==> config.mk <==
export PLATFORM = sky130hd
export DESIGN_NAME = mem_stage_flat
export DESIGN_NICKNAME = d
export VERILOG_FILES = /design/src/rtl/mem_pkg.sv /design/src/rtl/mem_stage_if.sv /design/src/rtl/mem_wb_reg.sv /design/src/rtl/mem_stage.sv /design/src/flat_wrapper.sv
export SDC_FILE = /design/constraint.sdc
export NUM_CORES = 1
export LEC_CHECK = 0
export CORE_MARGIN = 2
export CORE_UTILIZATION = 35
export CTS_CLUSTER_DIAMETER = 30
export DETAILED_ROUTE_END_ITERATION = 8
export GPL_TIMING_DRIVEN = 0
export MAX_ROUTING_LAYER = met4
export PLACE_DENSITY = 0.8
export RECOVER_POWER = 100
export SYNTH_ARGS = -nofsm -noshare
export SYNTH_HDL_FRONTEND = slang
export SYNTH_SLANG_ARGS = --single-unit
export TNS_END_PERCENT = 50
==> constraint.sdc <==
create_clock -name i_clk -period 1.7 [get_ports i_clk]
set_input_delay 0.34 -clock i_clk [delete_from_list [all_inputs] [get_ports i_clk]]
set_output_delay 0.34 -clock i_clk [all_outputs]
set_load 0.02 [all_outputs]
==> src/rtl/mem_pkg.sv <==
// Shared definitions for the MEM pipeline stage: FSM states, exception codes,
// MEM/WB bundle layout and default timing parameters.
package mem_pkg;

  localparam int ACK_TIMEOUT_DEF = 64;
  localparam int DATA_W          = 32;
  localparam int REG_W           = 5;

  typedef enum logic {
    ST_IDLE   = 1'b0,
    ST_ACCESS = 1'b1
  } state_e;

  typedef enum logic [1:0] {
    EXC_NONE     = 2'd0,
    EXC_MISALIGN = 2'd1,
    EXC_TIMEOUT  = 2'd2,
    EXC_ILLEGAL  = 2'd3
  } exc_e;

  typedef struct packed {
    logic rg_wr;
    logic rg_wr_imm;
    logic mem_rd;
  } wb_ctrl_t;

  typedef struct packed {
    wb_ctrl_t              ctrl;
    logic [REG_W-1:0]      rt;
    logic [REG_W-1:0]      rd;
    logic [DATA_W-1:0]     alu_data;
    logic [DATA_W-1:0]     mem_rd_data;
  } wb_bundle_t;

  // Only word accesses exist, so any low address bit set is a misalignment.
  function automatic logic is_misaligned(input logic [DATA_W-1:0] addr);
    return addr[1:0] != 2'b00;
  endfunction

endpackage

==> src/rtl/mem_stage_if.sv <==
// Data-memory request/acknowledge bus between the MEM stage (master) and
// the data memory (slave).
interface mem_stage_if #(
  parameter int AW = 32
) ();
  import mem_pkg::*;

  logic              dm_req;
  logic              dm_we;
  logic [AW-1:0]     dm_addr;
  logic [DATA_W-1:0] dm_wdata;
  logic              dm_ack;
  logic [DATA_W-1:0] dm_rdata;

  modport master (
    output dm_req, dm_we, dm_addr, dm_wdata,
    input  dm_ack, dm_rdata
  );

  modport slave (
    input  dm_req, dm_we, dm_addr, dm_wdata,
    output dm_ack, dm_rdata
  );

endinterface

==> src/rtl/mem_wb_reg.sv <==
// MEM/WB pipeline register. Loads a full bundle when enabled; otherwise emits a
// bubble (valid and controls cleared) while the data fields keep their value.
module mem_wb_reg
  import mem_pkg::*;
(
  input  logic       clk_i,
  input  logic       rst_n_i,
  input  logic       load_i,
  input  logic       bubble_i,
  input  exc_e       exc_i,
  input  wb_bundle_t bundle_i,
  output logic       valid_o,
  output exc_e       exc_o,
  output wb_bundle_t bundle_o
);

  logic       valid_q;
  exc_e       exc_q;
  wb_bundle_t bundle_q;

  always_ff @(posedge clk_i or negedge rst_n_i) begin
    if (!rst_n_i) begin
      valid_q  <= 1'b0;
      exc_q    <= EXC_NONE;
      bundle_q <= '0;
    end else if (load_i) begin
      valid_q              <= 1'b1;
      exc_q                <= exc_i;
      // Exception bundles still occupy the slot but must never write back.
      bundle_q.ctrl        <= bubble_i ? wb_ctrl_t'('0) : bundle_i.ctrl;
      bundle_q.rt          <= bundle_i.rt;
      bundle_q.rd          <= bundle_i.rd;
      bundle_q.alu_data    <= bundle_i.alu_data;
      bundle_q.mem_rd_data <= bundle_i.mem_rd_data;
    end else begin
      valid_q       <= 1'b0;
      exc_q         <= EXC_NONE;
      bundle_q.ctrl <= '0;
    end
  end

  assign valid_o  = valid_q;
  assign exc_o    = exc_q;
  assign bundle_o = bundle_q;

endmodule

==> src/rtl/mem_stage.sv <==
// MEM stage of the 5-stage MIPS core: word loads/stores over a req/ack bus,
// pipeline stall while an access is outstanding, registered MEM/WB output.
module mem_stage
  import mem_pkg::*;
#(
  parameter int AW          = 32,
  parameter int ACK_TIMEOUT = ACK_TIMEOUT_DEF
) (
  input  logic                i_clk,
  input  logic                i_rst_n,
  input  logic                i_valid,
  output logic                o_ready,
  input  logic                i_rg_wr,
  input  logic                i_rg_wr_imm,
  input  logic                i_mem_rd,
  input  logic                i_mem_wr,
  input  logic [REG_W-1:0]    i_rt,
  input  logic [REG_W-1:0]    i_rd,
  input  logic [DATA_W-1:0]   i_alu_data,
  input  logic [DATA_W-1:0]   i_st_data,
  mem_stage_if.master         dm,
  output logic                o_valid,
  output logic                o_rg_wr,
  output logic                o_rg_wr_imm,
  output logic                o_mem_rd,
  output logic [REG_W-1:0]    o_rt,
  output logic [REG_W-1:0]    o_rd,
  output logic [DATA_W-1:0]   o_alu_data,
  output logic [DATA_W-1:0]   o_mem_rd_data,
  output logic [1:0]          o_exc
);

  localparam int              CNT_W    = (ACK_TIMEOUT > 2) ? $clog2(ACK_TIMEOUT) : 1;
  localparam logic [CNT_W-1:0] CNT_LAST = CNT_W'(ACK_TIMEOUT - 1);
  localparam logic [CNT_W-1:0] CNT_MAX  = '1;

  state_e             state_q, state_d;
  logic [CNT_W-1:0]   cnt_q, cnt_d;
  logic               req_q, req_d;
  logic               we_q, we_d;
  logic [DATA_W-1:0]  wdata_q, wdata_d;
  wb_ctrl_t           pend_ctrl_q, pend_ctrl_d;
  logic [REG_W-1:0]   pend_rt_q, pend_rt_d;
  logic [REG_W-1:0]   pend_rd_q, pend_rd_d;
  logic [DATA_W-1:0]  pend_alu_q, pend_alu_d;

  logic               accept;
  logic               wb_load;
  logic               wb_bubble;
  exc_e               wb_exc;
  wb_bundle_t         wb_in;
  logic               wb_valid;
  exc_e               wb_exc_out;
  wb_bundle_t         wb_out;

  assign o_ready = (state_q == ST_IDLE);
  assign accept  = i_valid & o_ready;

  always_ff @(posedge i_clk or negedge i_rst_n) begin
    if (!i_rst_n) begin
      state_q     <= ST_IDLE;
      cnt_q       <= '0;
      req_q       <= 1'b0;
      we_q        <= 1'b0;
      wdata_q     <= '0;
      pend_ctrl_q <= '0;
      pend_rt_q   <= '0;
      pend_rd_q   <= '0;
      pend_alu_q  <= '0;
    end else begin
      state_q     <= state_d;
      cnt_q       <= cnt_d;
      req_q       <= req_d;
      we_q        <= we_d;
      wdata_q     <= wdata_d;
      pend_ctrl_q <= pend_ctrl_d;
      pend_rt_q   <= pend_rt_d;
      pend_rd_q   <= pend_rd_d;
      pend_alu_q  <= pend_alu_d;
    end
  end

  always_comb begin
    state_d     = state_q;
    cnt_d       = cnt_q;
    req_d       = req_q;
    we_d        = we_q;
    wdata_d     = wdata_q;
    pend_ctrl_d = pend_ctrl_q;
    pend_rt_d   = pend_rt_q;
    pend_rd_d   = pend_rd_q;
    pend_alu_d  = pend_alu_q;
    wb_load     = 1'b0;
    wb_bubble   = 1'b0;
    wb_exc      = EXC_NONE;
    wb_in.ctrl        = '{rg_wr: i_rg_wr, rg_wr_imm: i_rg_wr_imm, mem_rd: i_mem_rd};
    wb_in.rt          = i_rt;
    wb_in.rd          = i_rd;
    wb_in.alu_data    = i_alu_data;
    wb_in.mem_rd_data = '0;

    case (state_q)
      ST_IDLE: begin
        if (accept) begin
          if (!(i_mem_rd | i_mem_wr)) begin
            wb_load = 1'b1;
          end else if (i_mem_rd & i_mem_wr) begin
            wb_load   = 1'b1;
            wb_bubble = 1'b1;
            wb_exc    = EXC_ILLEGAL;
          end else if (is_misaligned(i_alu_data)) begin
            wb_load   = 1'b1;
            wb_bubble = 1'b1;
            wb_exc    = EXC_MISALIGN;
          end else begin
            state_d     = ST_ACCESS;
            cnt_d       = '0;
            req_d       = 1'b1;
            we_d        = i_mem_wr;
            wdata_d     = i_st_data;
            // Stores never write back, so their controls are dropped here.
            pend_ctrl_d = i_mem_wr ? wb_ctrl_t'('0) : wb_in.ctrl;
            pend_rt_d   = i_rt;
            pend_rd_d   = i_rd;
            pend_alu_d  = i_alu_data;
          end
        end
      end

      ST_ACCESS: begin
        wb_in.ctrl     = pend_ctrl_q;
        wb_in.rt       = pend_rt_q;
        wb_in.rd       = pend_rd_q;
        wb_in.alu_data = pend_alu_q;
        // Ack is checked first so a late ack in the last cycle beats the timeout.
        if (dm.dm_ack) begin
          state_d           = ST_IDLE;
          req_d             = 1'b0;
          wb_load           = 1'b1;
          wb_in.mem_rd_data = pend_ctrl_q.mem_rd ? dm.dm_rdata : '0;
        end else if (cnt_q == CNT_LAST) begin
          state_d   = ST_IDLE;
          req_d     = 1'b0;
          wb_load   = 1'b1;
          wb_bubble = 1'b1;
          wb_exc    = EXC_TIMEOUT;
        end else if (cnt_q != CNT_MAX) begin
          cnt_d = cnt_q + 1'b1;
        end
      end

      default: state_d = ST_IDLE;
    endcase
  end

  mem_wb_reg u_mem_wb_reg (
    .clk_i    (i_clk),
    .rst_n_i  (i_rst_n),
    .load_i   (wb_load),
    .bubble_i (wb_bubble),
    .exc_i    (wb_exc),
    .bundle_i (wb_in),
    .valid_o  (wb_valid),
    .exc_o    (wb_exc_out),
    .bundle_o (wb_out)
  );

  assign dm.dm_req    = req_q;
  assign dm.dm_we     = we_q;
  assign dm.dm_addr   = pend_alu_q[AW-1:0];
  assign dm.dm_wdata  = wdata_q;

  assign o_valid       = wb_valid;
  assign o_exc         = wb_exc_out;
  assign o_rg_wr       = wb_out.ctrl.rg_wr;
  assign o_rg_wr_imm   = wb_out.ctrl.rg_wr_imm;
  assign o_mem_rd      = wb_out.ctrl.mem_rd;
  assign o_rt          = wb_out.rt;
  assign o_rd          = wb_out.rd;
  assign o_alu_data    = wb_out.alu_data;
  assign o_mem_rd_data = wb_out.mem_rd_data;

endmodule

==> src/flat_wrapper.sv <==
// flat-port wrapper written by rule: the top's interface ports become plain ports
module mem_stage_flat import mem_pkg::*;
#(
  parameter int AW          = 32,
  parameter int ACK_TIMEOUT = ACK_TIMEOUT_DEF
)
  (i_clk, i_rst_n, i_valid, o_ready, i_rg_wr, i_rg_wr_imm, i_mem_rd, i_mem_wr, i_rt, i_rd, i_alu_data, i_st_data, o_valid, o_rg_wr, o_rg_wr_imm, o_mem_rd, o_rt, o_rd, o_alu_data, o_mem_rd_data, o_exc, dm_dm_req, dm_dm_we, dm_dm_addr, dm_dm_wdata, dm_dm_ack, dm_dm_rdata);
  mem_stage_if #(.AW(AW)) dm_i ();
  input  logic i_clk;
  input  logic i_rst_n;
  input  logic i_valid;
  output logic o_ready;
  input  logic i_rg_wr;
  input  logic i_rg_wr_imm;
  input  logic i_mem_rd;
  input  logic i_mem_wr;
  input  logic [REG_W-1:0] i_rt;
  input  logic [REG_W-1:0] i_rd;
  input  logic [DATA_W-1:0] i_alu_data;
  input  logic [DATA_W-1:0] i_st_data;
  output logic o_valid;
  output logic o_rg_wr;
  output logic o_rg_wr_imm;
  output logic o_mem_rd;
  output logic [REG_W-1:0] o_rt;
  output logic [REG_W-1:0] o_rd;
  output logic [DATA_W-1:0] o_alu_data;
  output logic [DATA_W-1:0] o_mem_rd_data;
  output logic [1:0] o_exc;
  output wire logic [$bits(dm_i.dm_req)-1:0] dm_dm_req;
  output wire logic [$bits(dm_i.dm_we)-1:0] dm_dm_we;
  output wire logic [$bits(dm_i.dm_addr)-1:0] dm_dm_addr;
  output wire logic [$bits(dm_i.dm_wdata)-1:0] dm_dm_wdata;
  input wire logic [$bits(dm_i.dm_ack)-1:0] dm_dm_ack;
  input wire logic [$bits(dm_i.dm_rdata)-1:0] dm_dm_rdata;
  assign dm_dm_req = dm_i.dm_req;
  assign dm_dm_we = dm_i.dm_we;
  assign dm_dm_addr = dm_i.dm_addr;
  assign dm_dm_wdata = dm_i.dm_wdata;
  assign dm_i.dm_ack = dm_dm_ack;
  assign dm_i.dm_rdata = dm_dm_rdata;
  mem_stage #(.AW(AW), .ACK_TIMEOUT(ACK_TIMEOUT)) u_core (.i_clk(i_clk), .i_rst_n(i_rst_n), .i_valid(i_valid), .o_ready(o_ready), .i_rg_wr(i_rg_wr), .i_rg_wr_imm(i_rg_wr_imm), .i_mem_rd(i_mem_rd), .i_mem_wr(i_mem_wr), .i_rt(i_rt), .i_rd(i_rd), .i_alu_data(i_alu_data), .i_st_data(i_st_data), .dm(dm_i), .o_valid(o_valid), .o_rg_wr(o_rg_wr), .o_rg_wr_imm(o_rg_wr_imm), .o_mem_rd(o_mem_rd), .o_rt(o_rt), .o_rd(o_rd), .o_alu_data(o_alu_data), .o_mem_rd_data(o_mem_rd_data), .o_exc(o_exc));
endmodule
== Word-level counts from Yosys, hierarchy flattened ==
Index checks and enable logic that the tools add are counted.
Word-level totals
  word-level logic and storage cells: 89
  ROM bits: 0
  register bits: 166
  RAM bits: 0
  memories: 0
  bits in latches: 0
Operators by class
  multiply operators: 0
  shift-type cells: 0
  add/sub/neg operators: 1
  reductions and logical operators: 4
  magnitude comparators: 0
  muxes and demuxes: 48
  equal/unequal tests: 10
  divide/modulo/power cells: 0
  bitwise logic cells: 6
Operator list (count)
  2-to-1 mux 77 bit: 1
  2-to-1 mux 32 bit: 2
  2-to-1 mux 6 bit: 7
  2-to-1 mux 1 bit: 23
  inequality test 2 bit (second input constant): 7
  2-to-1 mux 2 bit: 6
  case mux 6 bit (2 select lines): 1
  AND reduction 5 bit: 2
  2-to-1 mux 3 bit: 3
  case mux 1 bit (2 select lines): 4
  AND reduction 7 bit: 1
  adder 6 x 1 -> 6 bit (second input constant): 1
  == test 6 bit (second input constant): 1
  inequality test 6 bit (second input constant): 1
  case mux 2 bit (2 select lines): 1
  inequality test 3 bit (second input constant): 1
  inverter 1 bit: 3
  AND 1 bit: 2
  nonzero test 2 bit: 1
  bitwise OR 1 bit: 1

== Longest topological paths before layout ==
Gate-level depths: netlist of run 1.
  word-level depth: 8
  depth in mapped cells: 8

== Cells and area by module ==
Synthesis of run 1 repeated with hierarchy kept, for this count alone.
Second synthesis, totals
  cell total of the unflattened synthesis: 630
  area, all modules: 7085.5 um^2
By module, submodules not included
  mem_stage: cells an instance 462, times used 1, area each 4129.0 um^2
  mem_wb_reg: cells an instance 168, times used 1, area each 2956.6 um^2

== Worst setup path after synthesis of run 1 ==
Ideal clock, no wire load.
  path type: register to register
  from: reg u_core.cnt_q[0]
  to: reg u_core.u_mem_wb_reg.bundle_q (netlist bit u_core.u_mem_wb_reg.bundle_o[32])
  cell stages (with the launch flop): 8
  setup slack: -0.090 ns
  path buffers: 2
  arrival time: 1.664 ns
  required time: 1.575 ns
  path through: dfrtp_1 > ha_1 > nand4_1 > o31ai_1 > or2_1 > buf_6 > buf_12 > mux2_4
On the way
  longest elaborated chain between the ends: 4
RTL lines
  from (decl): RTL line mem_stage.sv:38  | logic [CNT_W-1:0] cnt_q, cnt_d;
  from (signal assigned): RTL line mem_stage.sv:72  | cnt_q <= cnt_d;
  == test 6 bit: RTL line mem_stage.sv:141  | end else if (cnt_q == CNT_LAST) begin
  2-to-1 mux 1 bit: RTL line mem_stage.sv:141
  2-to-1 mux 1 bit: RTL line mem_stage.sv:136  | if (dm.dm_ack) begin
  case mux 1 bit (2 select lines): RTL line mem_stage.sv:102  | case (state_q)
  to (decl): RTL line mem_wb_reg.sv:19  | wb_bundle_t bundle_q;
Every way passes these cells.
A chain may end at the register's enable or synchronous reset.

== Worst setup path in the final report of run 1 ==
  from: reg u_core.cnt_q[1]
  to: reg u_core.u_mem_wb_reg.bundle_q (netlist bit u_core.u_mem_wb_reg.bundle_o[41])
On the way
  longest elaborated chain between the ends: 4
RTL lines
  == test 6 bit: RTL line mem_stage.sv:141
  2-to-1 mux 1 bit: RTL line mem_stage.sv:141
  2-to-1 mux 1 bit: RTL line mem_stage.sv:136
  case mux 1 bit (2 select lines): RTL line mem_stage.sv:102
  via u_core.u_mem_wb_reg.load_i: RTL line mem_wb_reg.sv:8  | input logic load_i,
The timed path passes the listed nets, and every way through them passes these cells.

==> results by group, run 1 <==
STA
  • Worst hold slack: 157 ps
  • Tightest Pin Transition: 1170 ps
  • TNS Setup: -12760 ps
  • RSZ-0062 raised after global routing: true
  • Final Critical Period: 1910 ps
  • Pins Over Slew Limit: 0
  • Final Skew: between 8 and 9 ps
  • F_max: 523 MHz
  • Setup WS post-layout: -211 ps
  • Final worst-path cycle share: 1.12
  • Final setup fails: 168
  • Slew margin rel.: 0.218
  • Hold Vio Cnt, Final: 0

Critical path
  • Reg2Reg Depth: 7
  • Crit-path most repeated cell: buf_12
  • Slowest-stage cell, CP: dfrtp_1
  • Endpoint class of the critical path: flip-flop
  • Reg2reg end: u_core.u_mem_wb_reg.bundle_o[41]
  • Crit path launch type: flip-flop
  • WS Path Type: reg -> reg
  • R2r startpoint: u_core.cnt_q[1]
  • Flop2flop setup slack: -210 ps
  • Crit-path cells: ha_2 > nand4_1 > o31ai_2 > or2_4 > buf_12 > buf_12 > mux2_4
  • Required @ worst endpoint: 1990 ps
  • Worst EP arrival: 2210 ps
  • Slowest stage delay, CP: 370 ps
  • Worst Path Max Fanout: 10

Place
  • Buffers on Ports: between 200 and 300
  • Hpwl dp: 14.2 mm
  • Gp weighted congestion: 0.838

Clock network
  • H-tree lvl count: 4
  • Clk_lat worst skew: 410 ps
  • Clock Pin Slew Worst Setup and Hold Paths: 70 ps
  • Clk root buf: clkbuf_16
  • Sink Count: about 170
  • CTS tree: built
  • Total CTS buffers: 17
  • CTS Buffer Depth: 2

Synthesis
  • Synth Cell Area: between 0.007 and 0.008 mm^2
  • Dominant cells by area after synthesis: dfrtp_1 58%, nand2_1 15%, mux2_4 8.2%
  • Post-synth top area cell: dfrtp_1
  • Yosys Warn Count: 0
  • Register area share after synthesis: 0.584
  • Syn Nets: roughly 790
  • Mean post-synth cell area: 10.6 um^2
  • Cells after Synth: 670
  • Seq cells post-synth: 166
  • Yosys cell types: 34
  • Share of the synthesized area in the top cell type: 0.584

Floorplanning
  • DIE HEIGHT: around 150 um
  • Core Region: between 0.02 and 0.025 mm^2
  • Full die area: 0.0215 mm^2
  • Initial Util: 0.354
  • Die width: 147 um
  • # IOs: 261
  • # rows: 52

Pwr
  • P_leak: 5.52 nW
  • Worst vdd ir: 0.674 mV
  • PwrDens: around 1200 mW/mm^2

Drt
  • Post-DRT Antenna Nets: 0
  • Via/cell ratio: 4.69
  • Via count: a little under 6000
  • DR WL/cell: 16.4 um
  • DRT Wirelength: 20.5 mm
  • Starting DRT DRC Count: 166
  • Drc violations: 0
  • 1st-pass router iterations: 4

Cells and area
  • Share of cells above drive strength 1: 0.179
  • Fin nets: 1085
  • # diodes: 0
  • Area Overhead vs Synth: 52.4%

Global routing
  • First-pass GRT wire length: 32.3 mm
  • Global Route Usage Sum: 0.197
  • Initial antenna violation count: 0
  • Vias in the first global route: 6010
  • Pin count of the biggest net entering global routing: 85
  • GRT overflow: 0

Min path
  • WHS Path Cells: 2
  • Hold Path End: u_core.pend_ctrl_q[0]
  • Worst Hold Class: in -> reg
  • Worst Hold Launch: i_mem_wr

Run status
  • Violated checks: negative setup slack
  • Status: finished, violations left

Run
  • Number of max-cap violations: 0
==> critical path, delay by kind of cell, from the launching register on <==
family                     cells  cell delay, ps
AOI/OAI and AO/OA              1             280
adders and majority gates      1             180
buffers and inverters          2             300
DFF                            1             370
muxes                          1             300
and+or+nand+nor                2             360
==> Yosys cell counts <==
cell type  number
nand2_1       292
o211ai_1        1
inv_1           3
clkbuf_1       31
buf_6           2
nor2b_1         1
o22ai_1        32
buf_2           5
or2_1           1
mux2_4         39
a21oi_1         4
and2_1          2
mux2_2         45
a21o_1          1
nand4_1         3
nand2b_1        4
ha_1            1
o21ai_0         5
buf_1           1
nand3_1         3
dfrtp_1       166
o21ai_1         1
and3_1          1
o31a_1          1
mux2i_1         3
o31ai_1         3
o32ai_1         1
nor2_1          8
nor3_1          2
xor2_1          1
buf_12          4
or4_1           1
and3b_1         1
o311ai_0        1
==> registers in the layout (all words and copies together), names as in the netlist <==
register / flops
u_core.pend_ctrl_q: 3
u_core.u_mem_wb_reg.bundle_o: 77
u_core.dm.dm_we: 1
u_core.dm.dm_addr: 32
u_core.dm.dm_req: 1
u_core.pend_rd_q: 5
u_core.u_mem_wb_reg.valid_o: 1
u_core.state_q: 1
u_core.u_mem_wb_reg.exc_o: 2
u_core.pend_rt_q: 5
u_core.dm.dm_wdata: 32
u_core.cnt_q: 6
==> logic make-up (layout without fill, tap and decap cells) <==
logic type	after synthesis	in the layout	share of synthesized area
AO/OA/AOI/OAI	50	50	0.0442
XOR/XNOR	1	1	0.00123
multiplexers	87	87	0.158
AND/OR/NAND/NOR	319	319	0.175
adder cells (fa/ha/maj)	1	1	0.00176
buffers and inverters	46	358	0.0364
flip-flops	166	166	0.584
==> cell type report <==
type	instances	area, um^2
inverters	3	11.3
repair buffers	281	2680
fillers	1772	9270
clock inverters	10	120
multi-input cells	458	2750
plain buffers	43	314
well taps	270	338
clock buffers	21	470
flip-flops and latches	166	4160
==> layer usage <==
| layer | up-vias | GRT usage | part of all wire |
|---|---|---|---|
| met5 | - | - | 0 |
| met4 | 0 | 0.0466 | 0.0097 |
| met3 | 17 | 0.0509 | 0.061 |
| met2 | 186 | 0.319 | 0.48 |
| met1 | 2868 | 0.250 | 0.45 |
| li1 | 2796 | - | - |
==> cells in the final DEF, fill, tap and decap left out, types with 3 or more instances in the layout <==
cell type        netlist  final
a21oi_1                4      4
buf_12                 4      5
buf_4                  0     14
buf_6                  2      9
clkbuf_1              31     15
clkbuf_16              0     19
clkbuf_2               0     13
clkbuf_4               0      4
clkbuf_8               0      3
clkdlybuf4s50_1        0    109
dfrtp_1              166    165
dlygate4sd2_1          0    145
mux2_2                45     43
mux2_4                39     41
mux2i_1                3      3
nand2_1              292    292
nand2b_1               4      3
nand3_1                3      3
nand4_1                3      3
nor2_1                 8      7
o21ai_0                5      5
o22ai_1               32     32
==> through the flow <==
step / setup slack [ps] / total power, mW / area (um^2) / utilization / std cells
floorplan: -83.9 / 7.05 / 7120 / - / 670
global placement: -6550 / 8.97 / 10000 / 0.500 / 1199
detailed placement: -799 / 9.06 / 10100 / 0.501 / 1200
CTS: -195 / 12.6 / 10800 / 0.535 / 1249
global route: -284 / 13.2 / 10800 / 0.539 / 1252
finish: -211 / 12.6 / 10800 / 0.539 / 1252
==> where the power goes <==
| part | switching (mW) | internal, mW |
|---|---|---|
| registers | 0.421 | 4.66 |
| logic | 1.93 | 1.66 |
| clock network | 1.61 | 2.29 |
==> repair_timing <==
item	4_1_cts	5_1_grt
hold endpoints to repair	82	0
gates cloned	1	2
gates resized for setup	190	30
setup buffers	16	4
pin swaps	4	3
hold buffers	1	0
setup endpoints to repair	292	154
==> worst max-delay path by stage <==
stage                          startpoint                          endpoint  slack [ps]
final                     u_core.cnt_q[1]  u_core.u_mem_wb_reg.bundle_o[41]        -210
after global routing      u_core.cnt_q[0]  u_core.u_mem_wb_reg.bundle_o[52]        -280
after CTS                 u_core.cnt_q[0]  u_core.u_mem_wb_reg.bundle_o[34]        -190
after detailed placement         i_mem_rd               u_core.pend_rt_q[0]        -800
after global placement            i_rst_n             u_core.dm.dm_wdata[4]       -6550
after floorplan           u_core.cnt_q[0]  u_core.u_mem_wb_reg.bundle_o[32]         -80
(Power assumes the default switching activity.)
==> run 2, diff against run 1 <==
--- a/config.mk
+++ b/config.mk
@@ -8,8 +8,10 @@
 export CORE_MARGIN = 2
 export CORE_UTILIZATION = 35
 export CTS_CLUSTER_DIAMETER = 30
+export CTS_CLUSTER_SIZE = 12
 export DETAILED_ROUTE_END_ITERATION = 8
 export GPL_TIMING_DRIVEN = 0
+export HOLD_SLACK_MARGIN = 0.03
 export MAX_ROUTING_LAYER = met4
 export PLACE_DENSITY = 0.8
 export RECOVER_POWER = 100
==> results of run 2 <==
The final DEF is identical to that of run 1; final timing and power are the same.
